File: config.mk
export PLATFORM = sky130hd
export DESIGN_NAME = uart_rx_flat
export DESIGN_NICKNAME = d
export VERILOG_FILES = /design/src/rtl/uart_rx_if.sv /design/src/rtl/uart_rx.sv /design/src/flat_wrapper.sv
export SDC_FILE = /design/constraint.sdc
export NUM_CORES = 1
export LEC_CHECK = 0
export ABC_CLOCK_PERIOD_IN_PS = 3800
export BUFFER_PORTS_ARGS = -buffer_cell sky130_fd_sc_hd__buf_2
export CAP_MARGIN = 20
export CORE_UTILIZATION = 60
export CTS_BUF_LIST = sky130_fd_sc_hd__clkbuf_8
export CTS_CLUSTER_DIAMETER = 50
export DETAILED_ROUTE_END_ITERATION = 12
export GPL_TIMING_DRIVEN = 0
export PLACE_DENSITY = 0.91
export SYNTH_ARGS = -nofsm -noshare
export SYNTH_HDL_FRONTEND = slang
export SYNTH_SLANG_ARGS = --single-unit
File: constraint.sdc
create_clock -name clk -period 3.8 [get_ports clk]
set_input_delay 0.76 -clock clk [delete_from_list [all_inputs] [get_ports clk]]
set_output_delay 0.76 -clock clk [all_outputs]
set_load 0.05 [all_outputs]
File: src/rtl/uart_rx_if.sv
// Consumer-side bundle of the UART receiver: received byte, valid/ready handshake
// and the one-cycle error pulses.
interface uart_rx_if;
    logic [7:0] rx_data;
    logic       rx_valid;
    logic       rx_ready;
    logic       frame_err;
    logic       overrun;

    modport master (
        output rx_data,
        output rx_valid,
        output frame_err,
        output overrun,
        input  rx_ready
    );

    modport slave (
        input  rx_data,
        input  rx_valid,
        input  frame_err,
        input  overrun,
        output rx_ready
    );
endinterface

File: src/rtl/uart_rx.sv
// 8N1 UART receiver: 2-flop synchronizer, mid-bit sampling from a baud counter,
// one-entry output register with valid/ready handshake, frame-error and overrun pulses.
module uart_rx #(
    parameter int CLK_FREQ  = 10_000_000,
    parameter int BAUD_RATE = 115200
) (
    input  logic        clk,
    input  logic        rst,
    input  logic        rx,
    uart_rx_if.master   rx_bus,
    output logic [1:0]  o_dbg_state
);
    // Handshake: rx_valid high means rx_data holds an unconsumed byte and rx_data is
    // stable; the byte is taken at any rising edge where rx_valid & rx_ready are both 1.
    // A byte arriving while the slot is full (and not being drained) is dropped with overrun.

    localparam int          BAUD_DIV  = CLK_FREQ / BAUD_RATE;
    localparam int          HALF_DIV  = BAUD_DIV / 2;
    localparam logic [31:0] BAUD_LAST = 32'(BAUD_DIV - 1);
    localparam logic [31:0] HALF_LAST = 32'(HALF_DIV - 1);

    typedef enum logic [1:0] {
        RX_IDLE  = 2'd0,
        RX_START = 2'd1,
        RX_DATA  = 2'd2,
        RX_STOP  = 2'd3
    } rx_state_t;

    rx_state_t   r_state;
    rx_state_t   w_next_state;
    logic        r_rx_meta;
    logic        r_rx_s;
    logic        r_rx_s_d;
    logic [31:0] r_cnt;
    logic [2:0]  r_bit_idx;
    logic [7:0]  r_shift;
    logic [7:0]  r_rx_data;
    logic        r_rx_valid;
    logic        r_frame_err;
    logic        r_overrun;

    logic        w_cnt_clr;
    logic        w_cnt_inc;
    logic        w_bit_clr;
    logic        w_sample_data;
    logic        w_stop_tick;
    logic        w_stop_good;
    logic        w_load;

    always_ff @(posedge clk or posedge rst) begin
        if (rst) begin
            r_rx_meta <= 1'b1;
            r_rx_s    <= 1'b1;
            r_rx_s_d  <= 1'b1;
        end else begin
            r_rx_meta <= rx;
            r_rx_s    <= r_rx_meta;
            r_rx_s_d  <= r_rx_s;
        end
    end

    always_ff @(posedge clk or posedge rst) begin
        if (rst) r_state <= RX_IDLE;
        else     r_state <= w_next_state;
    end

    always_comb begin
        w_next_state  = r_state;
        w_cnt_clr     = 1'b0;
        w_cnt_inc     = 1'b0;
        w_bit_clr     = 1'b0;
        w_sample_data = 1'b0;
        w_stop_tick   = 1'b0;
        case (r_state)
            RX_IDLE: begin
                w_cnt_clr = 1'b1;
                // Edge-triggered so a line stuck low after a bad frame cannot restart.
                if (r_rx_s_d && !r_rx_s) w_next_state = RX_START;
            end
            RX_START: begin
                if (r_cnt == HALF_LAST) begin
                    w_cnt_clr    = 1'b1;
                    w_bit_clr    = !r_rx_s;
                    w_next_state = r_rx_s ? RX_IDLE : RX_DATA;
                end else begin
                    w_cnt_inc = 1'b1;
                end
            end
            RX_DATA: begin
                if (r_cnt == BAUD_LAST) begin
                    w_cnt_clr     = 1'b1;
                    w_sample_data = 1'b1;
                    if (r_bit_idx == 3'd7) w_next_state = RX_STOP;
                end else begin
                    w_cnt_inc = 1'b1;
                end
            end
            RX_STOP: begin
                if (r_cnt == BAUD_LAST) begin
                    w_cnt_clr    = 1'b1;
                    w_stop_tick  = 1'b1;
                    w_next_state = RX_IDLE;
                end else begin
                    w_cnt_inc = 1'b1;
                end
            end
            default: w_next_state = RX_IDLE;
        endcase
    end

    assign w_stop_good = w_stop_tick && r_rx_s;
    assign w_load      = w_stop_good && (!r_rx_valid || rx_bus.rx_ready);

    always_ff @(posedge clk or posedge rst) begin
        if (rst) begin
            r_cnt     <= '0;
            r_bit_idx <= '0;
            r_shift   <= '0;
        end else begin
            if (w_cnt_clr)      r_cnt <= '0;
            else if (w_cnt_inc) r_cnt <= r_cnt + 32'd1;
            if (w_bit_clr) begin
                r_bit_idx <= '0;
            end else if (w_sample_data) begin
                r_shift[r_bit_idx] <= r_rx_s;
                r_bit_idx          <= r_bit_idx + 3'd1;
            end
        end
    end

    always_ff @(posedge clk or posedge rst) begin
        if (rst) begin
            r_rx_data   <= 8'h00;
            r_rx_valid  <= 1'b0;
            r_frame_err <= 1'b0;
            r_overrun   <= 1'b0;
        end else begin
            r_frame_err <= w_stop_tick && !r_rx_s;
            r_overrun   <= w_stop_good && r_rx_valid && !rx_bus.rx_ready;
            if (w_load) begin
                r_rx_data  <= r_shift;
                r_rx_valid <= 1'b1;
            end else if (r_rx_valid && rx_bus.rx_ready) begin
                r_rx_valid <= 1'b0;
            end
        end
    end

    assign rx_bus.rx_data   = r_rx_data;
    assign rx_bus.rx_valid  = r_rx_valid;
    assign rx_bus.frame_err = r_frame_err;
    assign rx_bus.overrun   = r_overrun;
    assign o_dbg_state      = r_state;

endmodule

File: src/flat_wrapper.sv
// flat-port wrapper written by rule: the top's interface ports become plain ports
module uart_rx_flat 
#(
    parameter int CLK_FREQ  = 10_000_000,
    parameter int BAUD_RATE = 115200
)
  (clk, rst, rx, o_dbg_state, rx_bus_rx_data, rx_bus_rx_valid, rx_bus_frame_err, rx_bus_overrun, rx_bus_rx_ready);
  uart_rx_if rx_bus_i ();
  input  logic clk;
  input  logic rst;
  input  logic rx;
  output logic [1:0] o_dbg_state;
  output wire logic [$bits(rx_bus_i.rx_data)-1:0] rx_bus_rx_data;
  output wire logic [$bits(rx_bus_i.rx_valid)-1:0] rx_bus_rx_valid;
  output wire logic [$bits(rx_bus_i.frame_err)-1:0] rx_bus_frame_err;
  output wire logic [$bits(rx_bus_i.overrun)-1:0] rx_bus_overrun;
  input wire logic [$bits(rx_bus_i.rx_ready)-1:0] rx_bus_rx_ready;
  assign rx_bus_rx_data = rx_bus_i.rx_data;
  assign rx_bus_rx_valid = rx_bus_i.rx_valid;
  assign rx_bus_frame_err = rx_bus_i.frame_err;
  assign rx_bus_overrun = rx_bus_i.overrun;
  assign rx_bus_i.rx_ready = rx_bus_rx_ready;
  uart_rx #(.CLK_FREQ(CLK_FREQ), .BAUD_RATE(BAUD_RATE)) u_core (.clk(clk), .rst(rst), .rx(rx), .rx_bus(rx_bus_i), .o_dbg_state(o_dbg_state));
endmodule
Word level (Yosys, flattened, before mapping)
Index checks and enable logic that the tools add are counted.
{"block": "word_totals", "input_bits": 4, "wordCells": 72, "register_bits": 59}
{"block": "classes", "addsub": 2, "mux": 26, "n_eq_ne": 11, "order_cmp": 2, "n_bitwise": 1, "reduce_logical": 19}
{"cell": "$mux W32", "count": 2}
{"cell": "$add A32 B1 Y32 const B", "count": 1}
{"cell": "$eq A32 B6 Y1 const B", "count": 1}
{"cell": "$eq A32 B7 Y1 const B", "count": 1}
{"cell": "$mux W2", "count": 6}
{"cell": "$mux W1", "count": 11}
{"cell": "$ne A2 B1 Y1 const B", "count": 5}
{"cell": "$bwmux W8", "count": 1}
{"cell": "$logic_and A1 B1 Y1", "count": 8}
{"cell": "$pmux W2 S4", "count": 1}
{"cell": "$mux W3", "count": 2}
{"cell": "$reduce_bool A2 Y1", "count": 3}
{"cell": "$reduce_and A5 Y1", "count": 1}
{"cell": "$eq A2 B2 Y1 const B", "count": 2}
{"cell": "$lt A3 B4 Y1 const B", "count": 1}
{"cell": "$add A3 B1 Y3 const B", "count": 1}
{"cell": "$demux W1 S3", "count": 1}
{"cell": "$eq A3 B3 Y1 const B", "count": 1}
{"cell": "$ge A3 B1 Y1 const B", "count": 1}
{"cell": "$logic_not A1 Y1", "count": 3}
{"cell": "$pmux W1 S3", "count": 1}
{"cell": "$eq A2 B1 Y1 const B", "count": 1}
{"cell": "$logic_not A2 Y1", "count": 1}
{"cell": "$pmux W1 S2", "count": 1}
{"cell": "4 further kinds", "count": 4}

Longest topological paths before layout
{"block": "depth", "ltp_word": 6, "mapped_depth": 7}

Worst setup path after synthesis
Ideal clock, no wire load.
{"block": "synth_path", "kind": "flip-flop to flip-flop", "startpoint": "register with a tool-made name", "endpoint": "register u_core.r_rx_data[0] (netlist: u_core.rx_bus.rx_data[0])", "required_ns": 3.675, "arrival_ns": 2.116, "slack_ns": 1.559, "stages_incl_launch_ff": 6, "setup_ns": 0.125, "n_path_buf": 1, "cell_sequence": "dfrtp_1 clkbuf_1 nand3_1 nand2b_1 nor4_2 mux2_2"}
{"item": "end signal: assignment", "line_no": "uart_rx.sv:141", "source": "r_rx_data <= r_shift;"}
{"item": "end: declaration", "line_no": "uart_rx.sv:37", "source": "logic [7:0] r_rx_data;"}

Final worst setup path
{"block": "layout_path", "startpoint": "register u_core.r_cnt[7]", "endpoint": "register u_core.r_rx_data[0] (netlist: u_core.rx_bus.rx_data[0])"}
{"block": "layout_between", "elab_chain_len": 5}
{"item": "start: declaration", "line_no": "uart_rx.sv:34", "source": "logic [31:0] r_cnt;"}
{"item": "start signal: assignment", "line_no": "uart_rx.sv:121", "source": "else if (w_cnt_inc) r_cnt <= r_cnt + 32'd1;"}
{"item": "$eq A32 B7 Y1", "line_no": "uart_rx.sv:99", "source": "if (r_cnt == BAUD_LAST) begin"}
{"item": "$mux W1", "line_no": "uart_rx.sv:99"}
{"item": "$mux W1", "line_no": "uart_rx.sv:74", "source": "case (r_state)"}
{"item": "$logic_and A1 B1 Y1", "line_no": "uart_rx.sv:111", "source": "assign w_stop_good = w_stop_tick && r_rx_s;"}
{"item": "$logic_and A1 B1 Y1", "line_no": "uart_rx.sv:112", "source": "assign w_load = w_stop_good && (!r_rx_valid || rx_bus.rx_ready);"}
No other way between the ends.
A chain may end at the register's enable or synchronous reset.

==> report_table.html <==
<table>
<tr><th>Metric</th><th>Value</th></tr>
<tr><th colspan="2">Synthesis</th></tr>
<tr><td>EDFF count, synth</td><td>0</td></tr>
<tr><td>Post-synthesis area per instance</td><td>10.20 sq um</td></tr>
<tr><td>Flip-flop and latch count after synthesis</td><td>between 50 and 60</td></tr>
<tr><td>Count of unique library cells instantiated by Yosys</td><td>45</td></tr>
<tr><td>Share of flip-flops with an asynchronous set or reset after synthesis</td><td>1.000</td></tr>
<tr><td>Dominant synthesized flop cell</td><td>dfrtp_1</td></tr>
<tr><td>Netlist area before placement</td><td>3072 sq um</td></tr>
<tr><td>Synth warnings</td><td>0</td></tr>
<tr><td>Number of instances in the synthesized netlist</td><td>between 300 and 400</td></tr>
<tr><td>Net count after synthesis</td><td>310</td></tr>
<tr><td>Post-synthesis sequential area ratio</td><td>0.4819</td></tr>
<tr><th colspan="2">Pwr</th></tr>
<tr><td>Power spent charging and discharging nets</td><td>0.0003855 W</td></tr>
<tr><td>Clock network fraction of design power</td><td>0.401</td></tr>
<tr><td>Power density over the cells</td><td>409.3 nW/um^2</td></tr>
<tr><td>IR drop worst, VDD</td><td>between 0.3 and 0.4 mV</td></tr>
<tr><td>Sequential share of power</td><td>0.494</td></tr>
<tr><td>Leakage</td><td>between 1 and 1.5 nW</td></tr>
<tr><td>Part of the total power dissipated in combinational logic</td><td>0.105</td></tr>
<tr><td>Net switching fraction of the power</td><td>0.2725</td></tr>
<tr><td>Int Pwr</td><td>0.001029 W</td></tr>
<tr><th colspan="2">Timing</th></tr>
<tr><td>Transition time of the tightest slew-check pin</td><td>approximately 1.0 ns</td></tr>
<tr><td>Setup violations, final</td><td>0</td></tr>
<tr><td>Slew Limit Fails</td><td>0</td></tr>
<tr><td>Worst rel slew slack</td><td>0.3174</td></tr>
<tr><td>Post-Route Hold Slack</td><td>between 0.3 and 0.4 ns</td></tr>
<tr><td>Setup TNS Final</td><td>0 ns</td></tr>
<tr><td>Worst Skew</td><td>between 0.009 and 0.01 ns</td></tr>
<tr><td>Final worst path period need</td><td>~2.6 ns</td></tr>
<tr><td>Final Hold Fails</td><td>0</td></tr>
<tr><td>Part of the cycle the worst path needs</td><td>0.6942</td></tr>
<tr><td>Peak clock frequency supported by timing</td><td>379.1 MHz</td></tr>
<tr><td>RSZ-0062 raised after global routing</td><td>no</td></tr>
<tr><th colspan="2">Drt</th></tr>
<tr><td>DRT Pass-1 Iters</td><td>5</td></tr>
<tr><td>Wirelength per Cell</td><td>17.50 um</td></tr>
<tr><td>Top Layer Used</td><td>met4</td></tr>
<tr><td>Routed length on met3</td><td>roughly 460 um</td></tr>
<tr><td>Overall routed net length</td><td>between 7 and 8 mm</td></tr>
<tr><td>Total routed wire length on the met1 layer</td><td>between 3 and 4 mm</td></tr>
<tr><td>Iteration-0 DRC Markers</td><td>between 200 and 250</td></tr>
<tr><td>Remaining routing DRC violations</td><td>0</td></tr>
<tr><td>Number of vias in the routed layout</td><td>~2600</td></tr>
<tr><td>Number of nets still failing antenna checks after routing</td><td>0</td></tr>
<tr><td>Total met2 wirelength after detailed routing</td><td>approximately 3.3 mm</td></tr>
<tr><td>Number of vias per cell after detailed routing</td><td>6.565</td></tr>
<tr><th colspan="2">Die</th></tr>
<tr><td>Effective utilization at floorplan</td><td>0.6377</td></tr>
<tr><td>Standard-cell row count</td><td>25</td></tr>
<tr><td>Die extent in x</td><td>between 70 and 80 um</td></tr>
<tr><td>Die footprint</td><td>around 5400 sq um</td></tr>
<tr><td>IO Count</td><td>17</td></tr>
<tr><td>Die Ht</td><td>73.55 um</td></tr>
<tr><td>Placeable core region</td><td>around 4800 sq um</td></tr>
<tr><th colspan="2">Critical path</th></tr>
<tr><td>Worst r2r dst</td><td>u_core.rx_bus.rx_data[0]</td></tr>
<tr><td>Minimum setup slack among reg-to-reg paths</td><td>1.16 ns</td></tr>
<tr><td>Launching element type of the critical path</td><td>flop</td></tr>
<tr><td>Element type at the critical path end</td><td>flop</td></tr>
<tr><td>Maximum fanout count along the critical path</td><td>8</td></tr>
<tr><td>Number of cell instances on the worst register-to-register path</td><td>4</td></tr>
<tr><td>Reg-to-reg critical path startpoint</td><td>u_core.r_cnt[7]</td></tr>
<tr><td>Type of the worst setup path</td><td>reg -&gt; reg</td></tr>
<tr><td>Arrival time of the worst setup path</td><td>2.87 ns</td></tr>
<tr><td>Req. time, crit path</td><td>approximately 4 ns</td></tr>
<tr><th colspan="2">Run status</th></tr>
<tr><td>Run status</td><td>complete, no violations</td></tr>
<tr><th colspan="2">Flow run</th></tr>
<tr><td>Max Cap Viol</td><td>0</td></tr>
<tr><th colspan="2">Cells and area</th></tr>
<tr><td>Syn-to-layout area delta</td><td>12.50%</td></tr>
<tr><td>Total inserted antenna cells</td><td>0</td></tr>
<tr><td>Nets</td><td>339</td></tr>
<tr><td>Share of post-route cells with drive strength above 1</td><td>0.1910</td></tr>
<tr><th colspan="2">Clock network</th></tr>
<tr><td># resized after CTS</td><td>0</td></tr>
<tr><td>Clock buffer depth</td><td>2</td></tr>
<tr><td>Clock root cell</td><td>clkbuf_8</td></tr>
<tr><td>Reg clk slew, reported paths</td><td>roughly 0.070 ns</td></tr>
<tr><td>Cts-stage hold buffer count</td><td>0</td></tr>
<tr><td>Later-pin clock latency in the skew report</td><td>around 0.35 ns</td></tr>
<tr><td>CTS tree</td><td>yes</td></tr>
<tr><td>Number of levels the H-tree was split into</td><td>3</td></tr>
<tr><td>Number of post-CTS setup repair buffers</td><td>0</td></tr>
<tr><td>Cts bufs inserted</td><td>9</td></tr>
<tr><td>Clock Sink Count</td><td>between 50 and 60</td></tr>
<tr><th colspan="2">Min path</th></tr>
<tr><td>Endpoint of the worst hold path</td><td>u_core.r_rx_s</td></tr>
<tr><td>Hold Path Stages</td><td>0</td></tr>
<tr><td>Hold Crit Class</td><td>reg -&gt; reg</td></tr>
<tr><td>Min-Delay Startpoint</td><td>u_core.r_rx_meta</td></tr>
<tr><th colspan="2">Global route</th></tr>
<tr><td>Largest net degree at the start of global routing</td><td>35</td></tr>
<tr><td>Total congestion overflow</td><td>0</td></tr>
<tr><td>Combined global-route utilization of all metal layers</td><td>0.2977</td></tr>
<tr><td>Number of global-route vias before repair</td><td>between 2000 and 2500</td></tr>
<tr><td>Global-route wire length before repair</td><td>roughly 12 mm</td></tr>
<tr><td>Initial antenna violation count</td><td>0</td></tr>
<tr><th colspan="2">Place</th></tr>
<tr><td>Final Wtd Congestion</td><td>between 0.8 and 0.9</td></tr>
<tr><td>DP HPWL</td><td>between 4 and 5 mm</td></tr>
<tr><td>Port-buffer cells</td><td>16</td></tr>
</table>
## stage by stage
step | area, sq um | total power (W) | worst slack, ns | utilization | std cells
6_report | 3456 | 0.001414 | 1.162 | 0.7174 | 402
2_1_floorplan | 3072 | 0.0008152 | 1.559 | - | 301
3_5_place_dp | 3261 | 0.0008540 | 1.273 | 0.6769 | 386
3_3_place_gp | 3236 | 0.0008467 | 0.9505 | 0.6717 | 384
4_1_cts | 3456 | 0.001418 | 1.189 | 0.7174 | 402
5_1_grt | 3456 | 0.001477 | 1.057 | 0.7174 | 402
## worst max path at each step
| stage | startpoint | end | slack (ns) |
|---|---|---|---|
| 6_report | u_core.r_cnt[7] | u_core.rx_bus.rx_data[0] | 1.16 |
| 5_1_grt | u_core.r_cnt[7] | u_core.rx_bus.rx_data[0] | 1.06 |
| 4_1_cts | u_core.r_cnt[7] | u_core.rx_bus.rx_data[0] | 1.19 |
| 3_5_place_dp | u_core.r_cnt[7] | u_core.rx_bus.rx_data[7] | 1.27 |
| 3_3_place_gp | rst | asynchronous set/reset pin | 0.95 |
| 2_1_floorplan | flop | u_core.rx_bus.rx_data[0] | 1.56 |
## sequential cells by signal, indices dropped and copies added (netlist names), named ones only
signal and flops:
u_core.r_cnt 32, u_core.r_shift 8, u_core.rx_bus.rx_data 8, u_core.r_bit_idx 3
u_core.o_dbg_state 1, u_core.r_rx_meta 1, u_core.r_rx_s 1, u_core.r_rx_s_d 1
u_core.rx_bus.frame_err 1, u_core.rx_bus.overrun 1, u_core.rx_bus.rx_valid 1
## cells in the mapped netlist, types with 2 or more instances
cell | instances | area share
o21ai_0 | 3 | 0.0049
dfstp_2 | 3 | 0.026
or2_2 | 2 | 0.0041
and4_1 | 4 | 0.011
clkbuf_1 | 13 | 0.016
xnor2_1 | 8 | 0.023
nor2_1 | 4 | 0.0049
nand3b_1 | 2 | 0.0049
o22ai_1 | 2 | 0.0041
or4_1 | 11 | 0.027
nand2_1 | 21 | 0.026
nor4_1 | 28 | 0.057
and3_1 | 3 | 0.0061
nor3b_1 | 2 | 0.0049
ha_1 | 5 | 0.020
and3b_1 | 2 | 0.0057
a211oi_1 | 12 | 0.029
buf_2 | 2 | 0.0033
nor3_1 | 23 | 0.037
inv_1 | 13 | 0.016
a31oi_1 | 2 | 0.0041
nand2b_1 | 2 | 0.0041
nand4_1 | 8 | 0.016
dfrtp_1 | 56 | 0.46
xor2_1 | 5 | 0.014
mux2_2 | 16 | 0.059
o31ai_1 | 10 | 0.024
a21oi_1 | 8 | 0.013
nand3_1 | 14 | 0.023
nor2b_1 | 2 | 0.0041
## placed cells by master, fill, tap and decap left out, types with 2 or more instances in the layout
master	count
dfrtp_1	56
nor4_1	28
nor3_1	23
nand2_1	21
buf_2	19
mux2_2	16
nand3_1	14
clkbuf_1	13
inv_1	13
a211oi_1	12
or4_1	11
o31ai_1	10
clkbuf_8	10
nand4_1	8
xnor2_1	8
a21oi_1	8
xor2_1	5
ha_1	5
nor2_1	4
and4_1	4
and3_1	3
o21ai_0	3
clkinv_2	3
dfstp_2	3
and3b_1	2
nor3b_1	2
nor2b_1	2
nand3b_1	2
or2_2	2
nand2b_1	2
a31oi_1	2
o22ai_1	2
## cell families after synthesis
logic type | after synthesis | share of synthesized area
xor+xnor | 13 | 0.03707
mux | 17 | 0.06191
buf+inv | 30 | 0.03992
flops | 59 | 0.4819
fa+ha+maj | 5 | 0.02037
compound gates | 40 | 0.08961
simple gates | 137 | 0.2692
## critical path: stages (launching register included)
cell,delay [ns]
dfrtp_1,0.46
nor4_1,0.34
nand4_1,0.31
nor4_2,0.97
mux2_2,0.43
## power by group through the flow
stage                     clock (W)  combinational [W]  sequential, W
final                      0.000567           0.000149       0.000698
after global routing       0.000599           0.000175       0.000703
after CTS                  0.000572           0.000149       0.000697
after detailed placement          0           0.000145       0.000709
after global placement            0           0.000139       0.000707
after floorplan                   0           0.000109       0.000706
## routing by layer
| layer | global-route usage | vias up |
|---|---|---|
| met5 | 0 | - |
| met4 | 0.1432 | 0 |
| met3 | 0.07819 | 24 |
| met2 | 0.4393 | 120 |
| met1 | 0.4097 | 1284 |
| li1 | - | 1211 |
## cell type report
cell class	count	area, sq um
multi-input cells	212	1469
plain buffers	17	73.82
flip-flops and latches	59	1480
inverters	13	48.80
clock inverters	6	57.56
fillers	344	1361
clock buffers	10	137.6
well taps	67	83.83
repair buffers	18	105.1
(Power assumes the default switching activity.)
